<file path="src/rtl/intc_pkg.sv">
// rtl/intc_pkg.sv - shared types and default constants for the interrupt controller
package intc_pkg;

    typedef enum logic [1:0] {
        IDLE,
        SERVICE,
        ACK
    } intc_state_e;

    localparam int INTC_NUM_IRQ        = 8;
    localparam int INTC_SERVICE_CYCLES = 4;

endpackage

</file>
<file path="src/rtl/intc_prio_enc.sv">
// rtl/intc_prio_enc.sv - masked fixed-priority encoder, index 0 wins
module intc_prio_enc #(
    parameter int NUM_IRQ = 8,
    parameter int ID_W    = 3
) (
    input  logic [NUM_IRQ-1:0] requests,
    input  logic [NUM_IRQ-1:0] mask,
    output logic               valid,
    output logic [ID_W-1:0]    id
);

    logic [NUM_IRQ-1:0] eligible;

    assign eligible = requests & ~mask;

    // Scan from the top down so the lowest eligible index is the last to write id
    always_comb begin
        valid = 1'b0;
        id    = '0;
        for (int i = NUM_IRQ - 1; i >= 0; i--) begin
            if (eligible[i]) begin
                valid = 1'b1;
                id    = ID_W'(i);
            end
        end
    end

endmodule

</file>
<file path="src/rtl/interrupt_controller.sv">
// rtl/interrupt_controller.sv - fixed-priority interrupt controller with auto-ack; INTC_ACK_PORT_EN adds irq_ack/irq_ack_id
module interrupt_controller
    import intc_pkg::*;
#(
    parameter int NUM_IRQ        = INTC_NUM_IRQ,
    parameter int ID_W           = $clog2(NUM_IRQ),
    parameter int SERVICE_CYCLES = INTC_SERVICE_CYCLES
) (
    input  logic               clk,
    input  logic               rstn,
    input  logic [NUM_IRQ-1:0] irq_requests,
    output logic               irq_out,
    output logic [ID_W-1:0]    irq_id
`ifdef INTC_ACK_PORT_EN
    ,
    output logic               irq_ack,
    output logic [ID_W-1:0]    irq_ack_id
`endif
);

    localparam int              CNT_W    = (SERVICE_CYCLES > 1) ? $clog2(SERVICE_CYCLES) : 1;
    localparam logic [CNT_W-1:0] CNT_LOAD = CNT_W'(SERVICE_CYCLES - 1);
    localparam logic [CNT_W-1:0] CNT_ONE  = CNT_W'(1);

    intc_state_e        state;
    logic [CNT_W-1:0]   cnt;
    logic [NUM_IRQ-1:0] in_service;
    logic [NUM_IRQ-1:0] ack_mask;
    logic               ack_signal;
    logic               win_valid;
    logic [ID_W-1:0]    win_id;

    intc_prio_enc #(
        .NUM_IRQ (NUM_IRQ),
        .ID_W    (ID_W)
    ) u_prio_enc (
        .requests (irq_requests),
        .mask     (in_service),
        .valid    (win_valid),
        .id       (win_id)
    );

    // One-hot of the IRQ being acknowledged this cycle
    always_comb begin
        ack_mask = '0;
        if (state == ACK) begin
            ack_mask[irq_id] = 1'b1;
        end
    end

    // Arbitration FSM, service counter, in-service mask and registered outputs.
    // irq_out is still high during the ACK-state cycle, so the CPU sees exactly
    // SERVICE_CYCLES high cycles, then one low cycle carrying the ack pulse.
    always_ff @(posedge clk or posedge rstn) begin
        if (rstn) begin
            state      <= IDLE;
            cnt        <= '0;
            in_service <= '0;
            irq_out    <= 1'b0;
            irq_id     <= '0;
            ack_signal <= 1'b0;
        end else begin
            // A dropped request always clears its mask bit, even in the ack cycle
            in_service <= (in_service | ack_mask) & irq_requests;
            ack_signal <= 1'b0;
            case (state)
                IDLE: begin
                    if (win_valid) begin
                        irq_id  <= win_id;
                        irq_out <= 1'b1;
                        cnt     <= CNT_LOAD;
                        state   <= (SERVICE_CYCLES == 1) ? ACK : SERVICE;
                    end else begin
                        irq_out <= 1'b0;
                    end
                end
                SERVICE: begin
                    if (!irq_requests[irq_id]) begin
                        irq_out <= 1'b0;
                        cnt     <= '0;
                        state   <= IDLE;
                    end else begin
                        if (cnt != '0) begin
                            cnt <= cnt - CNT_ONE;
                        end
                        if (cnt <= CNT_ONE) begin
                            state <= ACK;
                        end
                    end
                end
                ACK: begin
                    ack_signal <= 1'b1;
                    irq_out    <= 1'b0;
                    state      <= IDLE;
                end
                default: begin
                    irq_out <= 1'b0;
                    state   <= IDLE;
                end
            endcase
        end
    end

`ifdef INTC_ACK_PORT_EN
    // irq_id is held while irq_out is low, so it still names the acked IRQ
    assign irq_ack    = ack_signal;
    assign irq_ack_id = irq_id;
`endif

endmodule

</file>
<file path="config.mk">
export PLATFORM = sky130hd
export DESIGN_NAME = interrupt_controller
export DESIGN_NICKNAME = d
export VERILOG_FILES = /design/src/rtl/intc_pkg.sv /design/src/rtl/intc_prio_enc.sv /design/src/rtl/interrupt_controller.sv
export SDC_FILE = /design/constraint.sdc
export NUM_CORES = 1
export LEC_CHECK = 0
export CAP_MARGIN = 20
export CORE_UTILIZATION = 60
export CTS_BUF_LIST = sky130_fd_sc_hd__clkbuf_4 sky130_fd_sc_hd__clkbuf_8
export CTS_CLUSTER_SIZE = 8
export DETAILED_ROUTE_END_ITERATION = 16
export DONT_BUFFER_PORTS = 1
export PLACE_DENSITY = 0.76
export SLEW_MARGIN = 20
export SYNTH_ARGS = -nofsm -noshare
export SYNTH_HDL_FRONTEND = slang
export SYNTH_SLANG_ARGS = --single-unit
</file>
<file path="constraint.sdc">
create_clock -name clk -period 2.4 [get_ports clk]
set_input_delay 0.48 -clock clk [delete_from_list [all_inputs] [get_ports clk]]
set_output_delay 0.48 -clock clk [all_outputs]
set_load 0.1 [all_outputs]
</file>
==> impl_results.md <==
* # rows at 14
* Routed wire length at 1930 um
* Crit path buffers/inverters at 1
* Delay-heaviest family, CP: flip-flops
* Worst setup margin at 0.695 ns
* DRC Markers at 0
* CTS max path bufs at 2
* Setup crit start: irq_id[2]$_DFFE_PP0P_
* Worst Skew at approximately 0.002 ns
* Largest family of logic cells by synthesized area: simple AND/OR/NAND/NOR gates
* Critical Path RT at approximately 1.9 ns
* CP arrival at 1.23 ns
* DR vias/cell at 6.02
* Final hold violations at 0
* Routed WL per cell at 15.4 um
* Fraction of layout cells with a size suffix above 1 at 10.1%
* Initial antenna violation count at 0
* Synth Area in Adders at 2.62%
* Reg2reg end: cnt[1]$_DFFE_PP0P_
* R2R cell count at 5
* Initial DRC count at 29
* Cell count after synthesis at 107
* MaxCap Viol Count at 0
* GRT busiest layer: met2
* DR pass1 iterations at 4
* Resize count post-CTS at 0
* Period Utilization, post-route at 71.0%
* Yosys top cell by area: dfrtp_1
* Hold_buf cts at 0
* Met3 Resource Use GR at 3.91%
* Sum Neg Setup Slack at 0 ns
* Slew Viols, Final at 0
* CTS Buf Count at 3
* Post-synthesis compound-gate area fraction at 19.0%
* Worst-Margin Slew at 0.601 ns
* Num ports at 14
* Yosys warns at 0
* Clk sinks at 16
* Max incr delay on CP at around 0.57 ns
* Setup Viol. Count Final at 0
* Pin count of the biggest net entering global routing at 17
* Pwr Density at 1310 nW/um^2
* Syn Nets at about 120
* Distinct cells, synth at 32
* Ant. Diodes at 0
* Post-synth top flop: dfrtp_1
* Worst-path fanout max at 11
* Via count at ~750
* Post-synth EDFFs at 0
* RSZ-0062 raised after global routing: false
* Leakage at about 0.45 nW
* Met2 Resource Use GR at 41.3%
* Cells along the critical path: buf_4
* Congestion Overflow GR at 0
* Dpl hpwl at approximately 1400 um
* Area Growth Syn to Fin at 3.66%
* Antenna-violating nets left at 0
* Core area at 1490 sq um
* Met1 GRT Util at 30.9%
* Achievable Freq at 0.586 GHz
* Share of the synthesized area in the top cell type at 41.9%
* Die height at 41.9 um
* Place WS at 0.799 ns
* Worst setup SP type: register
* Yosys reg bits at 16
* Clock H-tree levels at 1
* Clk_lat worst skew at 0.29 ns
* Clock Tree Root: clkbuf_4
* Post-Synth Simple-Gate Area at about a quarter
* Finished Core Util at 66.6%
* Die width at between 40 and 50 um
* CP Depth at 1
* Final std cells w/o fill at 125
* Post-CTS Setup Inserts at 0
* Via count of the first global-routing pass at roughly 760
* GPL Wtd Cong at 0.882
* Register clock-pin slew on the reported worst setup and hold paths at roughly 0.090 ns
* CTS tree: built
* Outcome: finished clean
* Die area at 1760 sq um
* Total GRT Usage at 24.6%
* Sequential-to-total area share from yosys stat at approximately two fifths
* Final Net Count at 123
* Multiplexer share of the synthesized area at 4.19%
* Reg-to-reg slack, setup at 0.78 ns
* Critical path endpoint: irq_id[2]
* Worst setup EP type: output port
* Worst VDD drop at 0.685 mV
* Initial Util at ~64%
* Crit path time final at 1.71 ns
* Avg Inst Size Synth at between 8 and 9 sq um
* Highest-delay cell along the critical path: dfrtp_1
* Synth area leaders: dfrtp_1, nor2b_1, a21oi_1
* Async set-reset flop share out of synthesis at 100%
* XOR/XNOR share of the synthesized area at 0%
* Placed insts at 122
* Worst slew margin at around three fifths
* RR Startpoint: irq_id[2]$_DFFE_PP0P_
* Mapped Area at 956 sq um
* Kind of critical path: register to output port
* Worst Hold Class: input port to asynchronous set/reset pin
* IO Port Bufs at 0
* Global-route wire length before repair at 3240 um
==> cell type report <==
type,instances,area [sq um]
timing repair buffer,4,30.0
inverter,8,30.0
multi-input combinational,78,488
clock buffer,3,22.5
tap,16,20.0
fill,134,498
sequential,16,400
==> metal layers <==
layer | vias to the layer above | share of wire [%]
li1 | 381 | -
met1 | 345 | 45
met2 | 20 | 48
met3 | 6 | 4.1
met4 | 0 | 2.3
met5 | - | 0
==> placed cells by master, fill, tap and decap left out, types with 2 or more instances in the layout <==
cell,n
inv_1,7
o21ai_0,4
a21oi_1,9
nand2_1,6
mux2i_1,4
nor3b_1,3
nor3_1,6
nor2b_1,10
a31oi_1,5
dfrtp_1,16
nand3_1,3
ha_1,2
nand2b_1,2
buf_4,4
nor2_1,7
clkbuf_4,3
o21a_1,3
==> flip-flops by register name, indices dropped and copies added (netlist names) <==
name        count
cnt             2
in_service      8
irq_id          3
irq_out         1
state           2
==> synth_stat cells (2+ instances only) <==
| library cell | n |
|---|---|
| a21oi_1 | 9 |
| mux2i_1 | 4 |
| nor2b_1 | 10 |
| buf_6 | 2 |
| nor3_1 | 6 |
| nand2_1 | 6 |
| nor3b_1 | 3 |
| o21a_1 | 3 |
| nand3_1 | 3 |
| inv_1 | 7 |
| nor2_1 | 7 |
| ha_1 | 2 |
| a31oi_1 | 5 |
| o21ai_0 | 4 |
| buf_2 | 3 |
| dfrtp_1 | 16 |
| nand2b_1 | 2 |
==> worst min-delay path by stage <==
stage	to	cells past startpoint
5_1_grt	cnt[1]$_DFFE_PP0P_	1
3_5_place_dp	state[1]$_DFFE_PP0P_	1
6_report	cnt[0]$_DFFE_PP0P_	1
4_1_cts	cnt[0]$_DFFE_PP0P_	1
3_3_place_gp	state[1]$_DFFE_PP0P_	1
2_1_floorplan	cnt[0]$_DFFE_PP0P_	1
==> report_power, final <==
group / total (mW) / internal (mW) / switching [mW]
Clock: 0.139 / 0.0584 / 0.0810
Combinational: 0.693 / 0.221 / 0.473
Sequential: 0.461 / 0.339 / 0.122
==> through the flow <==
step / power [mW] / instance area [sq um] / hold WS, ns
finish: 1.29 / 991 / 0.140
global route: 1.37 / 991 / 0.199
CTS: 1.29 / 991 / 0.154
detailed placement: 1.15 / 968 / 0.466
global placement: 1.13 / 968 / 0.459
floorplan: 1.06 / 956 / 0.394
==> logic make-up after synthesis <==
logic type	count (synthesis)
DFF	16
adders and majority gates	2
and+or+nand+nor	44
muxes	4
AOI/OAI and AO/OA	28
buffers and inverters	13
(Power assumes the default switching activity.)
